--- src/rtl/order_book_scheduler.sv ---
// order_book_scheduler
// Front-end sequencer for one side of the order book. Buffers ADD / CANCEL /
// EXECUTE requests from NUM_REQ sources in per-source FIFOs, picks one
// round-robin, and issues it on the start_book interface. The next issue is
// held off until the book is idle and its price tree has re-settled.
//
// Optional feature: define SCHED_CANCEL_PRIORITY_EN to let CANCEL/EXECUTE
// heads win over ADD heads. The default build (macro undefined) arbitrates
// pure round-robin regardless of request code.

package order_book_pkg;
    localparam logic [2:0] ADD_ORDER     = 3'b001;
    localparam logic [2:0] CANCEL_ORDER  = 3'b010;
    localparam logic [2:0] EXECUTE_ORDER = 3'b011;

    function automatic logic is_legal(input logic [2:0] code);
        return (code == ADD_ORDER) || (code == CANCEL_ORDER) || (code == EXECUTE_ORDER);
    endfunction

    function automatic logic is_urgent(input logic [2:0] code);
        return (code == CANCEL_ORDER) || (code == EXECUTE_ORDER);
    endfunction
endpackage

module order_book_scheduler
    import order_book_pkg::*;
#(
    parameter int NUM_REQ      = 2,
    parameter int FIFO_DEPTH   = 4,
    parameter int ID_W         = 9,
    parameter int PRICE_W      = 7,
    parameter int QTY_W        = 16,
    parameter int WAIT_TIMEOUT = 255
) (
    input  logic                                           clk_in,
    input  logic                                           rst_n_in,
    input  logic [NUM_REQ-1:0]                             req_valid_i,
    output logic [NUM_REQ-1:0]                             req_ready_o,
    input  logic [3*NUM_REQ-1:0]                           req_type_i,
    input  logic [ID_W*NUM_REQ-1:0]                        req_order_id_i,
    input  logic [PRICE_W*NUM_REQ-1:0]                     req_price_i,
    input  logic [QTY_W*NUM_REQ-1:0]                       req_qty_i,
    output logic                                           book_start_o,
    output logic [2:0]                                     book_request_o,
    output logic [ID_W-1:0]                                book_order_id_o,
    output logic [PRICE_W-1:0]                             book_price_o,
    output logic [QTY_W-1:0]                               book_qty_o,
    input  logic                                           book_busy_i,
    input  logic                                           book_price_valid_i,
    output logic [((NUM_REQ > 1) ? $clog2(NUM_REQ) : 1)-1:0] issue_src_o,
    output logic                                           drop_o,
    output logic                                           timeout_o,
    output logic [31:0]                                    issued_cnt_o
);

    localparam int SRC_W  = (NUM_REQ > 1) ? $clog2(NUM_REQ) : 1;
    localparam int PTR_W  = $clog2(FIFO_DEPTH);
    localparam int CNT_W  = PTR_W + 1;
    localparam int WCNT_W = $clog2(WAIT_TIMEOUT + 1);
    localparam logic [WCNT_W-1:0] WAIT_MAX = WCNT_W'(WAIT_TIMEOUT);
    localparam logic [CNT_W-1:0]  FULL_CNT = CNT_W'(FIFO_DEPTH);

    typedef struct packed {
        logic [2:0]         code;
        logic [ID_W-1:0]    id;
        logic [PRICE_W-1:0] price;
        logic [QTY_W-1:0]   qty;
    } entry_t;

    typedef enum logic [1:0] {
        S_IDLE  = 2'd0,
        S_ISSUE = 2'd1,
        S_WAIT  = 2'd2
    } state_t;

    // Source index that is 'offs' places after 'base', wrapping at NUM_REQ.
    function automatic logic [SRC_W-1:0] rr_idx(input logic [SRC_W-1:0] base, input int offs);
        int sum;
        sum = int'(base) + offs;
        if (sum >= NUM_REQ) sum = sum - NUM_REQ;
        return SRC_W'(sum);
    endfunction

    // Per-source FIFO storage and bookkeeping
    entry_t             r_mem    [NUM_REQ][FIFO_DEPTH];
    logic [PTR_W-1:0]   r_wr_ptr [NUM_REQ];
    logic [PTR_W-1:0]   r_rd_ptr [NUM_REQ];
    logic [CNT_W-1:0]   r_count  [NUM_REQ];
    logic               r_ready_en;

    entry_t             w_in     [NUM_REQ];
    entry_t             w_head   [NUM_REQ];
    logic [NUM_REQ-1:0] w_full;
    logic [NUM_REQ-1:0] w_nonempty;
    logic [NUM_REQ-1:0] w_push;
    logic [NUM_REQ-1:0] w_pop;

    // Arbitration results
    logic               w_grant_vld;
    logic [SRC_W-1:0]   w_grant;
    entry_t             w_sel;

    // Sequencer state and registered outputs
    state_t             r_state;
    logic [SRC_W-1:0]   r_rr_ptr;
    logic [WCNT_W-1:0]  r_wait_cnt;
    logic               r_start;
    logic               r_drop;
    logic               r_timeout;
    logic [31:0]        r_issued_cnt;
    logic [SRC_W-1:0]   r_issue_src;
    entry_t             r_book;

    // Slice the flat request buses into entries and derive FIFO status
    always_comb begin
        for (int i = 0; i < NUM_REQ; i++) begin
            w_in[i].code  = req_type_i[3*i +: 3];
            w_in[i].id    = req_order_id_i[ID_W*i +: ID_W];
            w_in[i].price = req_price_i[PRICE_W*i +: PRICE_W];
            w_in[i].qty   = req_qty_i[QTY_W*i +: QTY_W];
            w_head[i]     = r_mem[i][r_rd_ptr[i]];
            w_full[i]     = (r_count[i] == FULL_CNT);
            w_nonempty[i] = (r_count[i] != '0);
        end
    end

    // Ready comes only from the registered count, so a full FIFO refuses a
    // push even in a cycle where it is also being popped.
    assign req_ready_o = {NUM_REQ{r_ready_en}} & ~w_full;
    assign w_push      = req_valid_i & req_ready_o;

    // Round-robin winner among non-empty FIFOs, starting at r_rr_ptr
    always_comb begin
        // NOTE: every variable gets a default before any conditional
        // assignment so no path through the block leaves it unassigned
        // (which would infer a latch).
        w_grant_vld = 1'b0;
        w_grant     = '0;
`ifdef SCHED_CANCEL_PRIORITY_EN
        for (int k = 0; k < NUM_REQ; k++) begin
            if (!w_grant_vld && w_nonempty[rr_idx(r_rr_ptr, k)] &&
                is_urgent(w_head[rr_idx(r_rr_ptr, k)].code)) begin
                w_grant_vld = 1'b1;
                w_grant     = rr_idx(r_rr_ptr, k);
            end
        end
`endif
        for (int k = 0; k < NUM_REQ; k++) begin
            if (!w_grant_vld && w_nonempty[rr_idx(r_rr_ptr, k)]) begin
                w_grant_vld = 1'b1;
                w_grant     = rr_idx(r_rr_ptr, k);
            end
        end
    end

    // Pop the winning head whenever the sequencer is idle
    always_comb begin
        w_pop = '0;
        if (r_state == S_IDLE && w_grant_vld) w_pop[w_grant] = 1'b1;
        w_sel = w_head[w_grant];
    end

    // FIFO storage writes
    // NOTE: the entry array has no reset; a slot is only ever read after it
    // was written, because the pointers and counts below are reset.
    always_ff @(posedge clk_in) begin
        for (int i = 0; i < NUM_REQ; i++) begin
            if (w_push[i]) r_mem[i][r_wr_ptr[i]] <= w_in[i];
        end
    end

    // FIFO pointers and occupancy counts
    always_ff @(posedge clk_in or negedge rst_n_in) begin
        if (!rst_n_in) begin
            r_ready_en <= 1'b0;
            for (int i = 0; i < NUM_REQ; i++) begin
                r_wr_ptr[i] <= '0;
                r_rd_ptr[i] <= '0;
                r_count[i]  <= '0;
            end
        end else begin
            // NOTE: sequential state uses non-blocking assignment so every
            // register samples the pre-edge values regardless of block order.
            r_ready_en <= 1'b1;
            for (int i = 0; i < NUM_REQ; i++) begin
                if (w_push[i]) r_wr_ptr[i] <= r_wr_ptr[i] + 1'b1;
                if (w_pop[i])  r_rd_ptr[i] <= r_rd_ptr[i] + 1'b1;
                r_count[i] <= r_count[i] + CNT_W'(w_push[i]) - CNT_W'(w_pop[i]);
            end
        end
    end

    // IDLE -> ISSUE -> WAIT sequencer with registered book-side outputs
    always_ff @(posedge clk_in or negedge rst_n_in) begin
        if (!rst_n_in) begin
            r_state      <= S_IDLE;
            r_rr_ptr     <= '0;
            r_wait_cnt   <= '0;
            r_start      <= 1'b0;
            r_drop       <= 1'b0;
            r_timeout    <= 1'b0;
            r_issued_cnt <= '0;
            r_issue_src  <= '0;
            r_book       <= '0;
        end else begin
            r_start <= 1'b0;
            r_drop  <= 1'b0;
            case (r_state)
                S_IDLE: begin
                    if (w_grant_vld) begin
                        r_rr_ptr <= rr_idx(w_grant, 1);
                        if (is_legal(w_sel.code)) begin
                            r_book       <= w_sel;
                            r_issue_src  <= w_grant;
                            r_start      <= 1'b1;
                            r_issued_cnt <= r_issued_cnt + 32'd1;
                            r_state      <= S_ISSUE;
                        end else begin
                            r_drop <= 1'b1;
                        end
                    end
                end
                S_ISSUE: begin
                    r_wait_cnt <= '0;
                    r_state    <= S_WAIT;
                end
                S_WAIT: begin
                    // The first WAIT cycle is ignored: the book has not yet
                    // reacted to the start pulse and may still look settled.
                    if (r_wait_cnt != '0 && !book_busy_i && book_price_valid_i) begin
                        r_state <= S_IDLE;
                    end else if (r_wait_cnt == WAIT_MAX) begin
                        r_timeout <= 1'b1;
                        r_state   <= S_IDLE;
                    end else begin
                        r_wait_cnt <= r_wait_cnt + 1'b1;
                    end
                end
                default: r_state <= S_IDLE;
            endcase
        end
    end

    assign book_start_o    = r_start;
    assign book_request_o  = r_book.code;
    assign book_order_id_o = r_book.id;
    assign book_price_o    = r_book.price;
    assign book_qty_o      = r_book.qty;
    assign issue_src_o     = r_issue_src;
    assign drop_o          = r_drop;
    assign timeout_o       = r_timeout;
    assign issued_cnt_o    = r_issued_cnt;

endmodule

--- config.mk ---
export PLATFORM = sky130hd
export DESIGN_NAME = order_book_scheduler
export DESIGN_NICKNAME = d
export VERILOG_FILES = /design/src/rtl/order_book_scheduler.sv
export SDC_FILE = /design/constraint.sdc
export NUM_CORES = 1
export LEC_CHECK = 0
export CAP_MARGIN = 20
export CORE_ASPECT_RATIO = 0.9
export CORE_MARGIN = 5
export CORE_UTILIZATION = 25
export DETAILED_ROUTE_END_ITERATION = 10
export GPL_TIMING_DRIVEN = 0
export PLACE_DENSITY = 0.44
export REMOVE_ABC_BUFFERS = 1
export SKIP_CTS_REPAIR_TIMING = 1
export SLEW_MARGIN = 20
export SYNTH_ARGS = -nofsm -noshare
export SYNTH_HDL_FRONTEND = slang
export SYNTH_SLANG_ARGS = --single-unit
--- constraint.sdc ---
create_clock -name clk_in -period 3.1 [get_ports clk_in]
set_clock_uncertainty 0.2 [all_clocks]
set_input_delay 0.31 -clock clk_in [delete_from_list [all_inputs] [get_ports clk_in]]
set_output_delay 0.31 -clock clk_in [all_outputs]
set_load 0.005 [all_outputs]
==> flow_metrics.tcl <==
set metrics [dict create \
    initial_core_util_pct 25.3 \
    synth_top_area_share_pct 56.8 \
    firstDrtPassIters 4 \
    place_area_um2 17600 \
    p_leak_nw 6.62 \
    finalMaxSlewViolations 0 \
    max_stage_delay_ns 0.54 \
    rsz0062_at_grt "no" \
    routabilityCongestion 0.720 \
    holdCritPathClass "input pin to async pin" \
    insertion_delay_ns 0.57 \
    slew_headroom_pct 50.3 \
    ir_drop_uv 447 \
    yosysTopAreaCell "edfxtp_1" \
    finalCritPeriodShare_pct 93.6 \
    drv_cap 0 \
    cts_tree "done" \
    die_w_um 267 \
    regToRegEndpoint "issued_cnt_o[23]$_DFFE_PN0P_" \
    stdcell_count 1798 \
    hpwlAfterDp_um 23900 \
    numCtsBuffers 43 \
    dr.first_iter.drc_count 366 \
    drc_errors 0 \
    finalInstanceArea_um2 19100 \
    clk_path_buf_depth 3 \
    synth-edff-count 280 \
    rrSetupSlack_ns 0.20 \
    io_pins 149 \
    wl_per_cell_um 21.7 \
    yosys-top-cells-area "edfxtp_1, dfrtp_1, mux4_2" \
    gr-total-overflow 0 \
    crit_chain "buf_12, mux4_2, o21bai_1, mux2i_4, buf_4, buf_16, buf_16, nand4_1, xnor2_1" \
    tns_ns 0 \
    ys_warn_count 0 \
    coreArea_um2 58500 \
    port_buffers 148 \
    yosysSeqAreaShare_pct 73.2 \
    track_usage_pct 11.8 \
    setup_viol 0 \
    setup_slack_ns 0.198 \
    clk_pin_slew_ns 0.06 \
    dr_total_vias 7895 \
    grt_pass1_vias 8316 \
    fp.dieH_um 241 \
    wl_um 39000 \
    max_freq_mhz 345 \
    ys_types 44 \
    worstReg2RegStart "r_rd_ptr[0]$_DFFE_PN0P_" \
    synthCells 804 \
    worstMarginPinSlew_ns 0.740 \
    ys.flop_type "edfxtp_1" \
    syn_area_per_cell_um2 18.4 \
    final_nets 1082 \
    dieArea_um2 64200 \
    synth-seq-cells 377 \
    start_kind "register" \
    h-tree-depth 2 \
    final_util_pct 32.7 \
    slowest_stage "mux4_2" \
    rr_worst_depth 9 \
    cp_max_fo 22 \
    hold_violations 0 \
    layout-drive-gt1-share_pct 18.9 \
    fin_crit_ns 2.90 \
    place_inst 1707 \
    grt_start_max_net_pins 61 \
    rows 84 \
    totalPowerFinal_mw 18.2 \
    grt_first_pass_wirelength_um 56700 \
    critPathRequiredTime_ns 3.32 \
    antenna_left 0 \
    cp-end-kind "register" \
    powerDensity_nw_per_um2 951 \
    arrival_ns 3.12 \
    antenna_found_initial 5 \
    status "complete, no violations" \
    pre_cts_ws_ns -0.886 \
    syn2layout_area_growth_pct 29.3 \
    root_buffer "clkbuf_16" \
    synth-async-reset-ratio_pct 25.7 \
    synthesis.area_um2 14800 \
    drt-vias-per-instance 4.39 \
    whs_ns 0.0943 \
    crit_top_cell "buf_16" \
    clkSinkCount 377 \
    path_class "register to register" \
]
==> cells by family (layout without fill, tap and decap cells) <==
group,after synthesis,in the layout,synth area share [%]
AO/OA/AOI/OAI,84,84,3.17
XOR/XNOR,42,42,2.48
adder cells (fa/ha/maj),17,17,1.54
buffers and inverters,57,276,1.72
flip-flops,377,377,73.2
multiplexers,111,111,13.5
other,1,2,0.0253
AND/OR/NAND/NOR,115,115,4.40
==> layout make-up <==
cell class | count | area, µm²
Tap cell | 774 | 968
Fill cell | 5628 | 39400
Clock buffer | 57 | 1210
Timing Repair Buffer | 178 | 2000
Sequential cell | 377 | 10900
Clock inverter | 22 | 223
Multi-Input combinational cell | 370 | 3810
Antenna cell | 1 | 2.50
Inverter | 19 | 71.3
==> flip-flops by register name, summed over array words and instances, names as in the netlist, 6 cells and up <==
signal / count
r_mem: 280
book_order_id_o: 9
r_wait_cnt: 8
book_price_o: 7
issued_cnt_o: 32
r_count: 6
book_qty_o: 16
==> worst max path at each step <==
stage | depth (start not counted) | slack, ns | from | endpoint
4_1_cts | 7 | -0.90 | r_rd_ptr[0]$_DFFE_PN0P_ | issued_cnt_o[1]$_DFFE_PN0P_
3_5_place_dp | 7 | -0.89 | r_rd_ptr[0]$_DFFE_PN0P_ | issued_cnt_o[1]$_DFFE_PN0P_
2_1_floorplan | 5 | -4.06 | r_count[4]$_DFF_PN0_ | book_request_o[0]$_DFFE_PN0P_
3_3_place_gp | 5 | -12.19 | r_count[4]$_DFF_PN0_ | issued_cnt_o[1]$_DFFE_PN0P_
5_1_grt | 10 | 0.01 | r_count[1]$_DFF_PN0_ | r_count[2]$_DFF_PN0_
6_report | 9 | 0.20 | r_rd_ptr[0]$_DFFE_PN0P_ | issued_cnt_o[23]$_DFFE_PN0P_
==> synthesized netlist by cell type, types with 3 or more instances <==
cell type  count
mux4_2        70
and3_1        17
ha_1          15
buf_4          6
nor2_1        12
xnor2_1       36
a21oi_1       64
and2_1         7
o21ai_0        4
mux2i_1       36
nand2_1       15
and4_1         4
buf_2         15
inv_1         19
buf_1          3
nor2b_1        4
o21bai_1       3
nor3_1         9
dfrtp_1       97
nand4_1       22
xor2_1         6
mux2_2         4
edfxtp_1     280
nand3_1       17
clkbuf_1      14
==> metal layers <==
metal  share of wire (%)  GRT usage, %  vias to the layer above  wire, µm
li1                    -             -                     3551         -
met1                  46          16.3                     4059     17800
met2                  46          18.9                      217     18100
met3                 6.0          3.17                       60      2350
met4                 1.7          2.82                        8       682
met5                0.16             0                        -        61
==> worst max-delay path: cells and delay by family, from the launching register on <==
family	cells	cell delay, ns
buffers and inverters	4	0.77
XOR/XNOR	1	0.16
AND/OR/NAND/NOR	1	0.11
multiplexers	2	0.82
flip-flops	1	0.46
AO/OA/AOI/OAI	1	0.21
==> placed cells by master, fill, tap and decap left out, types with 15 or more instances in the layout <==
| cell | Yosys | layout |
|---|---|---|
| nand4_1 | 22 | 22 |
| nand2_1 | 15 | 15 |
| mux4_2 | 70 | 70 |
| inv_1 | 19 | 19 |
| mux2i_1 | 36 | 35 |
| xnor2_1 | 36 | 36 |
| nand3_1 | 17 | 17 |
| clkbuf_16 | 0 | 44 |
| ha_1 | 15 | 15 |
| a21oi_1 | 64 | 64 |
| dfrtp_1 | 97 | 93 |
| edfxtp_1 | 280 | 280 |
| clkdlybuf4s50_1 | 0 | 147 |
==> power breakdown <==
group	switching (mW)	internal (mW)	leakage (nW)	total (mW)
registers	0.612	6.31	3.74	6.92
logic	3.05	3.05	2.17	6.11
clock network	2.09	3.08	0.713	5.18
Power figures use the tool's default switching activity.
